<file path="src/rtl/audio_mix_if.sv">
// Sample-side bus of the audio mix scheduler: source/gain snapshot inputs,
// control strobes and the mixed stereo result.
interface audio_mix_if #(
    parameter int NCH = 4
);
    logic                 sample_ce;
    logic [16*NCH-1:0]    src;
    logic [8*NCH-1:0]     gain_l;
    logic [8*NCH-1:0]     gain_r;
    logic [NCH-1:0]       ch_en;
    logic                 mute;
    logic                 ovr_clr;
    logic                 busy;
    logic                 out_valid;
    logic [15:0]          out_l;
    logic [15:0]          out_r;
    logic                 overrun;
    logic [7:0]           clip_cnt;

    modport master (
        output sample_ce, src, gain_l, gain_r, ch_en, mute, ovr_clr,
        input  busy, out_valid, out_l, out_r, overrun, clip_cnt
    );

    modport slave (
        input  sample_ce, src, gain_l, gain_r, ch_en, mute, ovr_clr,
        output busy, out_valid, out_l, out_r, overrun, clip_cnt
    );
endinterface

</file>
<file path="src/rtl/audio_mix_sched.sv">
// Shared-multiplier stereo mixer: snapshot on sample_ce, 2*NCH MACs, saturate, emit.
// Optional clip counter enabled by defining MIX_CLIP_CNT_EN.
//
// state  | meaning
// S_IDLE | waiting for sample_ce
// S_MAC  | one multiply-accumulate per edge, L channels then R channels
// S_SAT  | shift, clamp, mute and register the stereo result
module audio_mix_sched #(
    parameter int NCH    = 4,
    parameter int GSHIFT = 7
) (
    input  logic       clk,
    input  logic       reset_n,
    audio_mix_if.slave bus
);
    localparam int IW = (NCH > 1) ? $clog2(NCH) : 1;
    localparam int AW = 25 + $clog2(NCH) + 1;
    localparam logic [IW-1:0]        LAST = IW'(NCH - 1);
    localparam logic signed [AW-1:0] SMAX = AW'(32767);
    localparam logic signed [AW-1:0] SMIN = AW'(-32768);

    typedef enum logic [1:0] {S_IDLE, S_MAC, S_SAT} state_t;

    state_t               r_state;
    logic signed [15:0]   r_src [NCH];
    logic [7:0]           r_gl  [NCH];
    logic [7:0]           r_gr  [NCH];
    logic [NCH-1:0]       r_en;
    logic                 r_mute;
    logic [IW-1:0]        r_idx;
    logic                 r_side;
    logic signed [AW-1:0] r_acc_l;
    logic signed [AW-1:0] r_acc_r;
    logic                 r_busy;
    logic                 r_valid;
    logic                 r_ovr;
    logic signed [15:0]   r_out_l;
    logic signed [15:0]   r_out_r;

    logic signed [15:0]   w_src;
    logic [7:0]           w_gain;
    logic signed [24:0]   w_prod;
    logic signed [AW-1:0] w_prod_x;
    logic signed [15:0]   w_sat_l;
    logic signed [15:0]   w_sat_r;

    function automatic logic signed [15:0] sat_val(input logic signed [AW-1:0] acc);
        logic signed [AW-1:0] v;
        v = acc >>> GSHIFT;
        if (v > SMAX)      return 16'sh7FFF;
        else if (v < SMIN) return 16'sh8000;
        else               return v[15:0];
    endfunction

    always_comb begin
        w_src    = r_src[r_idx];
        w_gain   = r_side ? r_gr[r_idx] : r_gl[r_idx];
        w_prod   = r_en[r_idx] ? (25'(w_src) * 25'($signed({1'b0, w_gain}))) : '0;
        w_prod_x = AW'(w_prod);
        w_sat_l  = sat_val(r_acc_l);
        w_sat_r  = sat_val(r_acc_r);
    end

`ifdef MIX_CLIP_CNT_EN
    logic [7:0] r_clip_cnt;

    function automatic logic is_clip(input logic signed [AW-1:0] acc);
        logic signed [AW-1:0] v;
        v = acc >>> GSHIFT;
        return (v > SMAX) || (v < SMIN);
    endfunction

    always_ff @(posedge clk) begin
        if (!reset_n || bus.ovr_clr) begin
            r_clip_cnt <= '0;
        end else if (r_state == S_SAT && !r_mute && (is_clip(r_acc_l) || is_clip(r_acc_r))
                     && r_clip_cnt != 8'hFF) begin
            r_clip_cnt <= r_clip_cnt + 8'd1;
        end
    end

    assign bus.clip_cnt = r_clip_cnt;
`else
    assign bus.clip_cnt = 8'd0;
`endif

    always_ff @(posedge clk) begin
        if (!reset_n) begin
            r_state <= S_IDLE;
            r_en    <= '0;
            r_mute  <= 1'b0;
            r_idx   <= '0;
            r_side  <= 1'b0;
            r_acc_l <= '0;
            r_acc_r <= '0;
            r_busy  <= 1'b0;
            r_valid <= 1'b0;
            r_ovr   <= 1'b0;
            r_out_l <= '0;
            r_out_r <= '0;
            for (int i = 0; i < NCH; i++) begin
                r_src[i] <= '0;
                r_gl[i]  <= '0;
                r_gr[i]  <= '0;
            end
        end else begin
            r_valid <= 1'b0;
            // a strobe during a mix is dropped; set beats clear
            if (r_state != S_IDLE && bus.sample_ce) r_ovr <= 1'b1;
            else if (bus.ovr_clr)                   r_ovr <= 1'b0;

            case (r_state)
                S_IDLE: begin
                    if (bus.sample_ce) begin
                        for (int i = 0; i < NCH; i++) begin
                            r_src[i] <= bus.src[16*i +: 16];
                            r_gl[i]  <= bus.gain_l[8*i +: 8];
                            r_gr[i]  <= bus.gain_r[8*i +: 8];
                        end
                        r_en    <= bus.ch_en;
                        r_mute  <= bus.mute;
                        r_acc_l <= '0;
                        r_acc_r <= '0;
                        r_idx   <= '0;
                        r_side  <= 1'b0;
                        r_busy  <= 1'b1;
                        r_state <= S_MAC;
                    end
                end
                S_MAC: begin
                    if (r_side) r_acc_r <= r_acc_r + w_prod_x;
                    else        r_acc_l <= r_acc_l + w_prod_x;
                    if (r_idx == LAST) begin
                        r_idx  <= '0;
                        r_side <= 1'b1;
                        if (r_side) r_state <= S_SAT;
                    end else begin
                        r_idx <= r_idx + 1'b1;
                    end
                end
                S_SAT: begin
                    r_out_l <= r_mute ? 16'sd0 : w_sat_l;
                    r_out_r <= r_mute ? 16'sd0 : w_sat_r;
                    r_valid <= 1'b1;
                    r_busy  <= 1'b0;
                    r_state <= S_IDLE;
                end
                default: r_state <= S_IDLE;
            endcase
        end
    end

    assign bus.busy      = r_busy;
    assign bus.out_valid = r_valid;
    assign bus.out_l     = r_out_l;
    assign bus.out_r     = r_out_r;
    assign bus.overrun   = r_ovr;
endmodule

</file>
<file path="src/flat_wrapper.sv">
// flat-port wrapper written by rule: the top's interface ports become plain ports
module audio_mix_sched_flat 
#(
    parameter int NCH    = 4,
    parameter int GSHIFT = 7
)
  (clk, reset_n, bus_sample_ce, bus_src, bus_gain_l, bus_gain_r, bus_ch_en, bus_mute, bus_ovr_clr, bus_busy, bus_out_valid, bus_out_l, bus_out_r, bus_overrun, bus_clip_cnt);
  audio_mix_if #(.NCH(NCH)) bus_i ();
  input  logic clk;
  input  logic reset_n;
  input wire logic [$bits(bus_i.sample_ce)-1:0] bus_sample_ce;
  input wire logic [$bits(bus_i.src)-1:0] bus_src;
  input wire logic [$bits(bus_i.gain_l)-1:0] bus_gain_l;
  input wire logic [$bits(bus_i.gain_r)-1:0] bus_gain_r;
  input wire logic [$bits(bus_i.ch_en)-1:0] bus_ch_en;
  input wire logic [$bits(bus_i.mute)-1:0] bus_mute;
  input wire logic [$bits(bus_i.ovr_clr)-1:0] bus_ovr_clr;
  output wire logic [$bits(bus_i.busy)-1:0] bus_busy;
  output wire logic [$bits(bus_i.out_valid)-1:0] bus_out_valid;
  output wire logic [$bits(bus_i.out_l)-1:0] bus_out_l;
  output wire logic [$bits(bus_i.out_r)-1:0] bus_out_r;
  output wire logic [$bits(bus_i.overrun)-1:0] bus_overrun;
  output wire logic [$bits(bus_i.clip_cnt)-1:0] bus_clip_cnt;
  assign bus_i.sample_ce = bus_sample_ce;
  assign bus_i.src = bus_src;
  assign bus_i.gain_l = bus_gain_l;
  assign bus_i.gain_r = bus_gain_r;
  assign bus_i.ch_en = bus_ch_en;
  assign bus_i.mute = bus_mute;
  assign bus_i.ovr_clr = bus_ovr_clr;
  assign bus_busy = bus_i.busy;
  assign bus_out_valid = bus_i.out_valid;
  assign bus_out_l = bus_i.out_l;
  assign bus_out_r = bus_i.out_r;
  assign bus_overrun = bus_i.overrun;
  assign bus_clip_cnt = bus_i.clip_cnt;
  audio_mix_sched #(.NCH(NCH), .GSHIFT(GSHIFT)) u_core (.clk(clk), .reset_n(reset_n), .bus(bus_i));
endmodule
</file>
<file path="config.mk">
export PLATFORM = sky130hd
export DESIGN_NAME = audio_mix_sched_flat
export DESIGN_NICKNAME = d
export VERILOG_FILES = /design/src/rtl/audio_mix_if.sv /design/src/rtl/audio_mix_sched.sv /design/src/flat_wrapper.sv
export SDC_FILE = /design/constraint.sdc
export NUM_CORES = 1
export LEC_CHECK = 0
export BUFFER_PORTS_ARGS = -buffer_cell sky130_fd_sc_hd__buf_4
export CAP_MARGIN = 15
export CORE_ASPECT_RATIO = 0.5
export CORE_MARGIN = 10
export CORE_UTILIZATION = 55
export CTS_CLUSTER_SIZE = 28
export DETAILED_ROUTE_END_ITERATION = 6
export PLACE_DENSITY = 0.78
export SYNTH_ARGS = -nofsm -noshare
export SYNTH_HDL_FRONTEND = slang
export SYNTH_SLANG_ARGS = --single-unit
</file>
<file path="constraint.sdc">
create_clock -name clk -period 8.9 [get_ports clk]
set_clock_uncertainty 0.1 [all_clocks]
set_input_delay 0.445 -clock clk [delete_from_list [all_inputs] [get_ports clk]]
set_output_delay 0.445 -clock clk [all_outputs]
set_load 0.05 [all_outputs]
</file>
==> results of run 1 <==
[final timing paths]
kind,to,cells past startpoint,from
worst min-delay path,u_core.r_en[3],3,bus_ch_en[3]
worst min register to register,u_core.bus.out_r[0],2,u_core.bus.out_r[0]
worst max-delay path,u_core.r_acc_r[25],33,flip-flop
worst max register to register,u_core.r_acc_r[25],33,flip-flop
[synthesized netlist by cell type, types with 26 or more instances]
master    count  area [sq um]
o21ai_0      68           340
a21oi_1     105           526
a22oi_1      40           300
nand2_1     120           450
fa_1        104          2080
xnor2_1      49           429
inv_1       173           649
nand3_1      26           130
clkbuf_1     78           293
nor2_1      162           608
ha_1         99          1240
a21o_1       32           240
edfxtp_1    128          3840
dfxtp_1     103          2060
and3_1      133           832
[report_power, final]
| part | switching, mW | internal [mW] | leakage, nW | total [mW] |
|---|---|---|---|---|
| sequential | 0.0329 | 1.20 | 2.21 | 1.23 |
| combinational | 1.11 | 0.747 | 6.48 | 1.86 |
| clock | 0.423 | 0.544 | 0.357 | 0.966 |
| total | 1.57 | 2.49 | 9.05 | 4.05 |
[final cells by class]
type / instances / area (sq um) / area share
clock buffer: 30 / 643 / 0.0332
clock inverter: 10 / 97.6 / 0.00503
inverter: 174 / 653 / 0.0337
multi-input combinational: 1225 / 9790 / 0.505
sequential: 231 / 5910 / 0.305
tap: 391 / 489 / 0.0252
timing repair buffer: 230 / 1810 / 0.0933
[timing repair]
item | in CTS | in global routing
resized for setup | 1 | 22
buffers inserted | 0 | 12
cloned | 0 | 2
pin swaps | 0 | 11
setup endpoints to repair | 1 | 6
[per-layer routing]
metal | GRT usage | vias to the layer above | share of wire
met5 | 0 | - | 0
met4 | 0.0487 | 0 | 0.022
met3 | 0.0331 | 60 | 0.050
met2 | 0.351 | 368 | 0.46
met1 | 0.292 | 6318 | 0.47
li1 | - | 6296 | -
[state kept, by name (all words and copies together), names as in the netlist, named ones only]
signal and count:
u_core.r_src 64, u_core.r_state 2, u_core.bus.busy 1, u_core.r_mute 1, u_core.bus.overrun 1, u_core.r_gr 32, u_core.r_side 1, u_core.r_en 4
u_core.bus.out_r 16, u_core.r_acc_r 28, u_core.r_gl 32, u_core.bus.out_valid 1, u_core.r_acc_l 28, u_core.r_idx 2, u_core.bus.out_l 16
[critical path, delay by kind of cell (launching register included)]
| kind | cells | cell delay, ns |
|---|---|---|
| XOR/XNOR | 1 | 0.19 |
| buffers and inverters | 5 | 0.69 |
| AO/OA/AOI/OAI | 12 | 2.34 |
| adder cells (fa/ha/maj) | 8 | 3.16 |
| AND/OR/NAND/NOR | 6 | 1.29 |
| flip-flops | 1 | 0.35 |
| multiplexers | 1 | 0.33 |
[per-stage QoR]
step                hold WS, ns  total power [mW]  setup WS (ns)
detailed placement        0.344              3.02       -0.00229
finish                   0.0692              4.05          0.313
global route             0.0617              4.35        -0.0211
CTS                      0.0542              3.99         0.0305
global placement          0.341              2.97          0.214
floorplan                 0.333              2.57          0.154
[logic make-up (layout without fill, tap and decap cells)]
logic type,after synthesis,in the layout,synth area share
AOI/OAI and AO/OA,337,337,0.129
muxes,59,59,0.0511
buffers and inverters,269,444,0.0630
and+or+nand+nor,547,547,0.164
other,1,8,0.000226
adders and majority gates,211,211,0.205
DFF,231,231,0.355
xor gates and xnor gates,63,63,0.0332
==> metrics, run 1 <==
nature of the critical path startpoint=flip-flop; DR vias=between 10k and 15k; Top FF cell, synth=edfxtp_1; Die ar.=0.0380 sq mm; Core Util, Final=0.660; CTS Hold Buffers Added=0; Final Setup Violations=0; setup TNS=0 ns; Max Cap Viol=0; commonest non-fill, non-tap cell in the layout=buf_4; Die Ht=roughly 140 microns; Longest Clk Path Bufs=3; Antenna Nets Post-Route=0; power per cell area=between 200 and 250 mW/mm^2; DR vias/cell=~5.7; DR pass1 iterations=5; die width=between 200 and 300 microns; # nets final=2,225; sequential area share after synthesis=0.355; Initial Util=0.566; number of global-route vias before repair=roughly 13k; slew of the pin with the lowest slew margin=1.08 ns; Worst Setup End Kind=flip-flop; Total Routing Usage GR=0.213; Placement Rows=44; final period utilization=0.965; pin count of the biggest net entering global routing=between 100 and 150; DP HPWL=30,800 microns; CP arrival=slightly below 9 ns; Yosys Warn Count=0; clock slew at reported path FFs=around 0.070 ns; synthesized cell area=0.0166 sq mm; post-route insts no fill=2,291; Peak Freq=approximately 120 MHz; Area after DPL=0.0184 sq mm; relative slew slack=0.281; critical path required time=9.21 ns; # diodes=0; first-pass GRT wire length=about 67,000 microns; Reg2Reg Setup Slack=0.31 ns; Peak VDD IR=between 0.15 and 0.2 mV; Wirelength per Cell=18.0 microns; outcome=complete, no violations; number of flops mapped to enable cells by yosys=approximately 130; core area=0.0294 sq mm; Boundary Pins=180; fillers=2,332; initial antenna violation count=0; H-tree depth=1; Async S/R FF share, synth=0; GR Overflow Total=0; Syn-to-layout area delta=16.6%; Cells after Synth=around 1.7k; most frequent cells in the layout=buf_4 (222), inv_1 (173), nor2_1 (158), and3_1 (133), edfxtp_1 (128); CTS Buf Count=23; share of cells above drive strength 1=0.181; worst min path class=primary input to flip-flop; P_leak=approximately 9.1 nW; CTS Root Cell=clkbuf_16; placed cells=2,237; flops & latches, synth=roughly 230; TritonCTS clock tree=done; syn_area_per_cell=about 9.7 sq um; DRT iter0 DRCs=1,183; Slew Limit Fails=0; critical path class=flip-flop to flip-flop; Worst-Skew Late Latency=approximately 0.53 ns; Crit-path slowest cell=fa_1; total wire length=between 40,000 and 50,000 microns; I/O Buffers=around 170; DRC viols=0; Yosys cell types=77; Fin. Hold Viols=0; clock sinks=between 200 and 250; Worst Path Max Fanout=27; GP Congestion=~0.91; Final min period=roughly 8.6 ns; final instance area=just under 0.02 sq mm; slowest cell delay on critical path=0.53 ns
Note: power is estimated with default switching activity, not from simulation.
==> inputs of run 2 (changes only) <==
- CORE_UTILIZATION: 55 -> 40
- PLACE_DENSITY: 0.78 -> unset
- SLEW_MARGIN: unset -> 20
==> metrics, run 2 (synthesis results as in run 1) <==
final period utilization=0.957; Syn-to-layout area delta=18.1%; I/O Buffers=171; core area=0.0407 sq mm; DR vias=12.6k; clock slew at reported path FFs=around 0.06 ns; Die ar.=roughly 0.05 sq mm; Slew Limit Fails=0; Worst Path Max Fanout=9; # nets final=between 2k and 2.5k; Antenna Nets Post-Route=0; Die Ht=164 microns; CTS Buf Count=24; H-tree depth=1; DRT iter0 DRCs=between 900 and 1k; Initial Util=0.408; DR pass1 iterations=5; critical path class=flip-flop to flip-flop; Final Setup Violations=0; Worst Setup End Kind=flip-flop; GP Congestion=0.879; clock sinks=between 200 and 250; slew of the pin with the lowest slew margin=about 1.0 ns; most frequent cells in the layout=buf_4 (223), inv_1 (172), nor2_1 (158), and3_1 (133), edfxtp_1 (128); top flop regs=u_core.r_src: 64 flops, u_core.r_gl: 32 flops, u_core.r_gr: 32 flops; slowest cell delay on critical path=0.54 ns; DR vias/cell=between 5 and 6; power per cell area=between 200 and 250 mW/mm^2; worst min path class=primary input to flip-flop; Core Util, Final=0.482; max FFs per register=64; TritonCTS clock tree=done; Fin. Hold Viols=0; Wirelength per Cell=17.5 microns; first-pass GRT wire length=slightly below 70,000 microns; Peak VDD IR=0.123 mV; Boundary Pins=between 150 and 200; GR Overflow Total=0; Crit-path slowest cell=or4_4; Final min period=between 8 and 9 ns; pin count of the biggest net entering global routing=131; CTS Hold Buffers Added=0; # diodes=0; worst hold slack=between 0.05 and 0.06 ns; Worst-Skew Late Latency=between 0.5 and 0.6 ns; P_leak=around 9.1 nW; Total Routing Usage GR=0.167; Max Cap Viol=0; fillers=around 3.8k; Placement Rows=52; initial antenna violation count=0; number of global-route vias before repair=12.8k; CTS Root Cell=clkbuf_16; share of cells above drive strength 1=0.181; final instance area=between 0.015 and 0.02 sq mm; DRC viols=0; total wire length=around 43,000 microns; Area after DPL=roughly 0.019 sq mm; outcome=complete, no violations; largest reg by FF count=u_core.r_src; die width=308 microns; nature of the critical path startpoint=flip-flop; storage element area=roughly 0.006 sq mm; Peak Freq=between 100 and 150 MHz; Longest Clk Path Bufs=3; commonest non-fill, non-tap cell in the layout=buf_4; CP arrival=~8.9 ns; critical path required time=between 9 and 10 ns; DP HPWL=between 30,000 and 40,000 microns; multi-input logic area=~0.0098 sq mm; relative slew slack=0.307
run 2: report_power, final:
part           switching [mW]  internal, mW  total (mW)  leakage [nW]
Clock                   0.433         0.592        1.03         0.390
Combinational            1.08         0.746        1.82          6.50
Sequential             0.0332          1.20        1.23          2.21
run 2: layout make-up:
| type | count | share of cell area |
|---|---|---|
| Clock buffer | 33 | 0.0344 |
| Clock inverter | 11 | 0.00599 |
| Multi-Input combinational cell | 1225 | 0.498 |
| Inverter | 174 | 0.0333 |
| Sequential cell | 231 | 0.301 |
| Tap cell | 540 | 0.0344 |
| Timing Repair Buffer | 231 | 0.0928 |
run 2: per-layer routing:
layer | part of all wire | global-route usage
met2 | 0.46 | 0.276
met1 | 0.49 | 0.233
met3 | 0.042 | 0.0271
met5 | 0 | 0
met4 | 0.011 | 0.0250
run 2: repair_timing:
item	4_1_cts	5_1_grt
setup endpoints to repair	1	5
resized for setup	1	21
setup buffers	0	3
cloned	0	1
pin swaps	0	3
run 2: final timing paths:
kind,start,to,slack [ns],cells after the start
max,flip-flop,u_core.r_acc_r[25],0.38,33
min,bus_ch_en[2],u_core.r_en[2],0.06,3
max reg2reg,flip-flop,u_core.r_acc_r[25],0.38,33
min reg2reg,u_core.bus.out_l[4],u_core.bus.out_l[4],0.35,2
run 2: worst max-delay path, delay by kind of cell, from the launching register on:
kind                     cells  cell delay [ns]
adder cells (fa/ha/maj)      8             2.94
AO/OA/AOI/OAI               12             2.15
AND/OR/NAND/NOR              6             1.39
multiplexers                 2             0.83
flip-flops                   1             0.42
buffers and inverters        4             0.35
XOR/XNOR                     1             0.21
run 2: through the flow:
step	cells	worst slack, ns	power [mW]	setup TNS, ns
floorplan	1725	0.154	2.57	0
global placement	2397	0.0773	3.04	0
detailed placement	2397	0.0109	3.05	0
CTS	2441	0.122	4.09	0
global route	2445	-0.0313	4.42	-0.0313
finish	2445	0.378	4.08	0
==> inputs of run 3 (changes only) <==
- RECOVER_POWER: unset -> 25
==> metrics, run 3 (synthesis results as in run 1) <==
outcome=finished with violations; violated checks=design-rule violations, max-capacitance violations, max-slew violations; TritonCTS clock tree=done; number of global-route vias before repair=12.8k; power per cell area=between 200 and 250 mW/mm^2; most frequent cells in the layout=buf_4 (183), inv_1 (172), nor2_1 (158), and3_1 (133), edfxtp_1 (128); final instance area=around 0.02 sq mm; total wire length=around 43,000 microns; CTS Root Cell=clkbuf_16; Initial Util=0.408; Fin. Hold Viols=0; initial antenna violation count=0; CTS Hold Buffers Added=0; Die Ht=between 150 and 200 microns; commonest non-fill, non-tap cell in the layout=buf_4; relative slew slack=-1.76; Max Cap Viol=3; Worst-Skew Late Latency=~0.53 ns; Syn-to-layout area delta=17.2%; # diodes=0; Hold Crit Depth=3; clock sinks=231; placed cells=approximately 2.4k; Wirelength per Cell=between 15 and 20 microns; # nets final=roughly 2.2k; max FFs per register=64; pin count of the biggest net entering global routing=around 130; Peak Freq=roughly 120 MHz; I/O Buffers=around 170; R2R cell count=33; Final min period=8.52 ns; worst min path class=primary input to flip-flop; Boundary Pins=between 150 and 200; Antenna Nets Post-Route=0; core area=0.0407 sq mm; H-tree depth=1; worst setup margin=around 0.38 ns; Slew Limit Fails=approximately 250; DRC viols=4; die width=a little over 300 microns; share of cells above drive strength 1=0.160; nature of the critical path startpoint=flip-flop; Worst Path Max Fanout=9; slowest cell delay on critical path=0.54 ns; Die ar.=between 0.05 and 0.06 sq mm; first-pass GRT wire length=around 69,000 microns; DR vias/cell=about 5.2; DRT iter0 DRCs=around 980; critical path class=flip-flop to flip-flop; Peak VDD IR=between 0.1 and 0.15 mV; DR pass1 iterations=7; slew of the pin with the lowest slew margin=roughly 4.1 ns; reg-to-reg endpoint=u_core.r_acc_r[25]; Crit-path slowest cell=or4_4; DR vias=~13k; post-route insts no fill=roughly 2.4k; GP Congestion=~0.9; Final Setup Violations=0; GR Overflow Total=0; hold endpoint=u_core.r_en[2]; largest reg by FF count=u_core.r_src; critical path required time=9.23 ns; top flop regs=u_core.r_src: 64 flops, u_core.r_gl: 32 flops, u_core.r_gr: 32 flops; hold_sp=bus_ch_en[2]; DP HPWL=32,400 microns; clock slew at reported path FFs=about 0.060 ns; P_leak=approximately 9 nW; CP arrival=between 8 and 9 ns; Total Routing Usage GR=0.167; Worst Setup End Kind=flip-flop; Longest Clk Path Bufs=3; final period utilization=0.957; CTS Buf Count=24; Reg2Reg Setup Slack=~0.38 ns; Placement Rows=52; pre-CTS setup slack=~0.011 ns; Area after DPL=between 0.015 and 0.02 sq mm
## run 3: final cells by class
class                   instances  area [sq um]
fillers                      3878         21200
multi-input cells            1225          9780
flip-flops and latches        231          5910
repair buffers                231          1670
clock buffers                  33           676
well taps                     540           676
inverters                     174           654
clock inverters                11           118
## run 3: what timing repair did
| action | 4_1_cts | 5_1_grt |
|---|---|---|
| resized for setup | 1 | 21 |
| setup endpoints to repair | 1 | 5 |
| gates cloned | 0 | 1 |
| pin swaps | 0 | 3 |
| buffers inserted | 0 | 3 |
| hold endpoints to repair | 0 | 0 |
## run 3: through the flow
step           setup TNS [ns]  power, mW  hold slack [ns]   util
4_1_cts                     0       4.09           0.0453  0.479
6_report                    0       4.08           0.0578  0.478
5_1_grt               -0.0312       4.42           0.0575  0.478
3_5_place_dp                0       3.05            0.344  0.460
3_3_place_gp                0       3.04            0.341  0.460
2_1_floorplan               0       2.57            0.333      -
## run 3: critical path, delay by kind of cell, from the launching register on
family / cells / cell delay, ns
multiplexers: 2 / 0.83
AO/OA/AOI/OAI: 12 / 2.15
adder cells (fa/ha/maj): 8 / 2.94
AND/OR/NAND/NOR: 6 / 1.39
flip-flops: 1 / 0.42
XOR/XNOR: 1 / 0.21
buffers and inverters: 4 / 0.35
## run 3: routing by layer
metal / track usage / share of wire
met5: 0 / 0
met2: 0.276 / 0.46
met4: 0.0250 / 0.011
met3: 0.0271 / 0.044
met1: 0.233 / 0.49
## run 3: where the power goes
group	switching, mW	internal, mW	total [mW]
logic	1.08	0.746	1.83
clock network	0.433	0.592	1.02
registers	0.0332	1.20	1.23
total	1.55	2.53	4.08
## run 3: how the worst max path moves through the flow
stage	startpoint	end	slack [ns]	cells past startpoint
after floorplan	flip-flop	u_core.r_acc_r[25]	0.15	33
after global routing	flip-flop	u_core.r_acc_r[25]	-0.03	35
after CTS	flip-flop	u_core.r_acc_r[25]	0.12	33
after global placement	flip-flop	u_core.r_acc_r[25]	0.08	30
final	flip-flop	u_core.r_acc_r[25]	0.38	33
after detailed placement	flip-flop	u_core.r_acc_r[25]	0.01	31
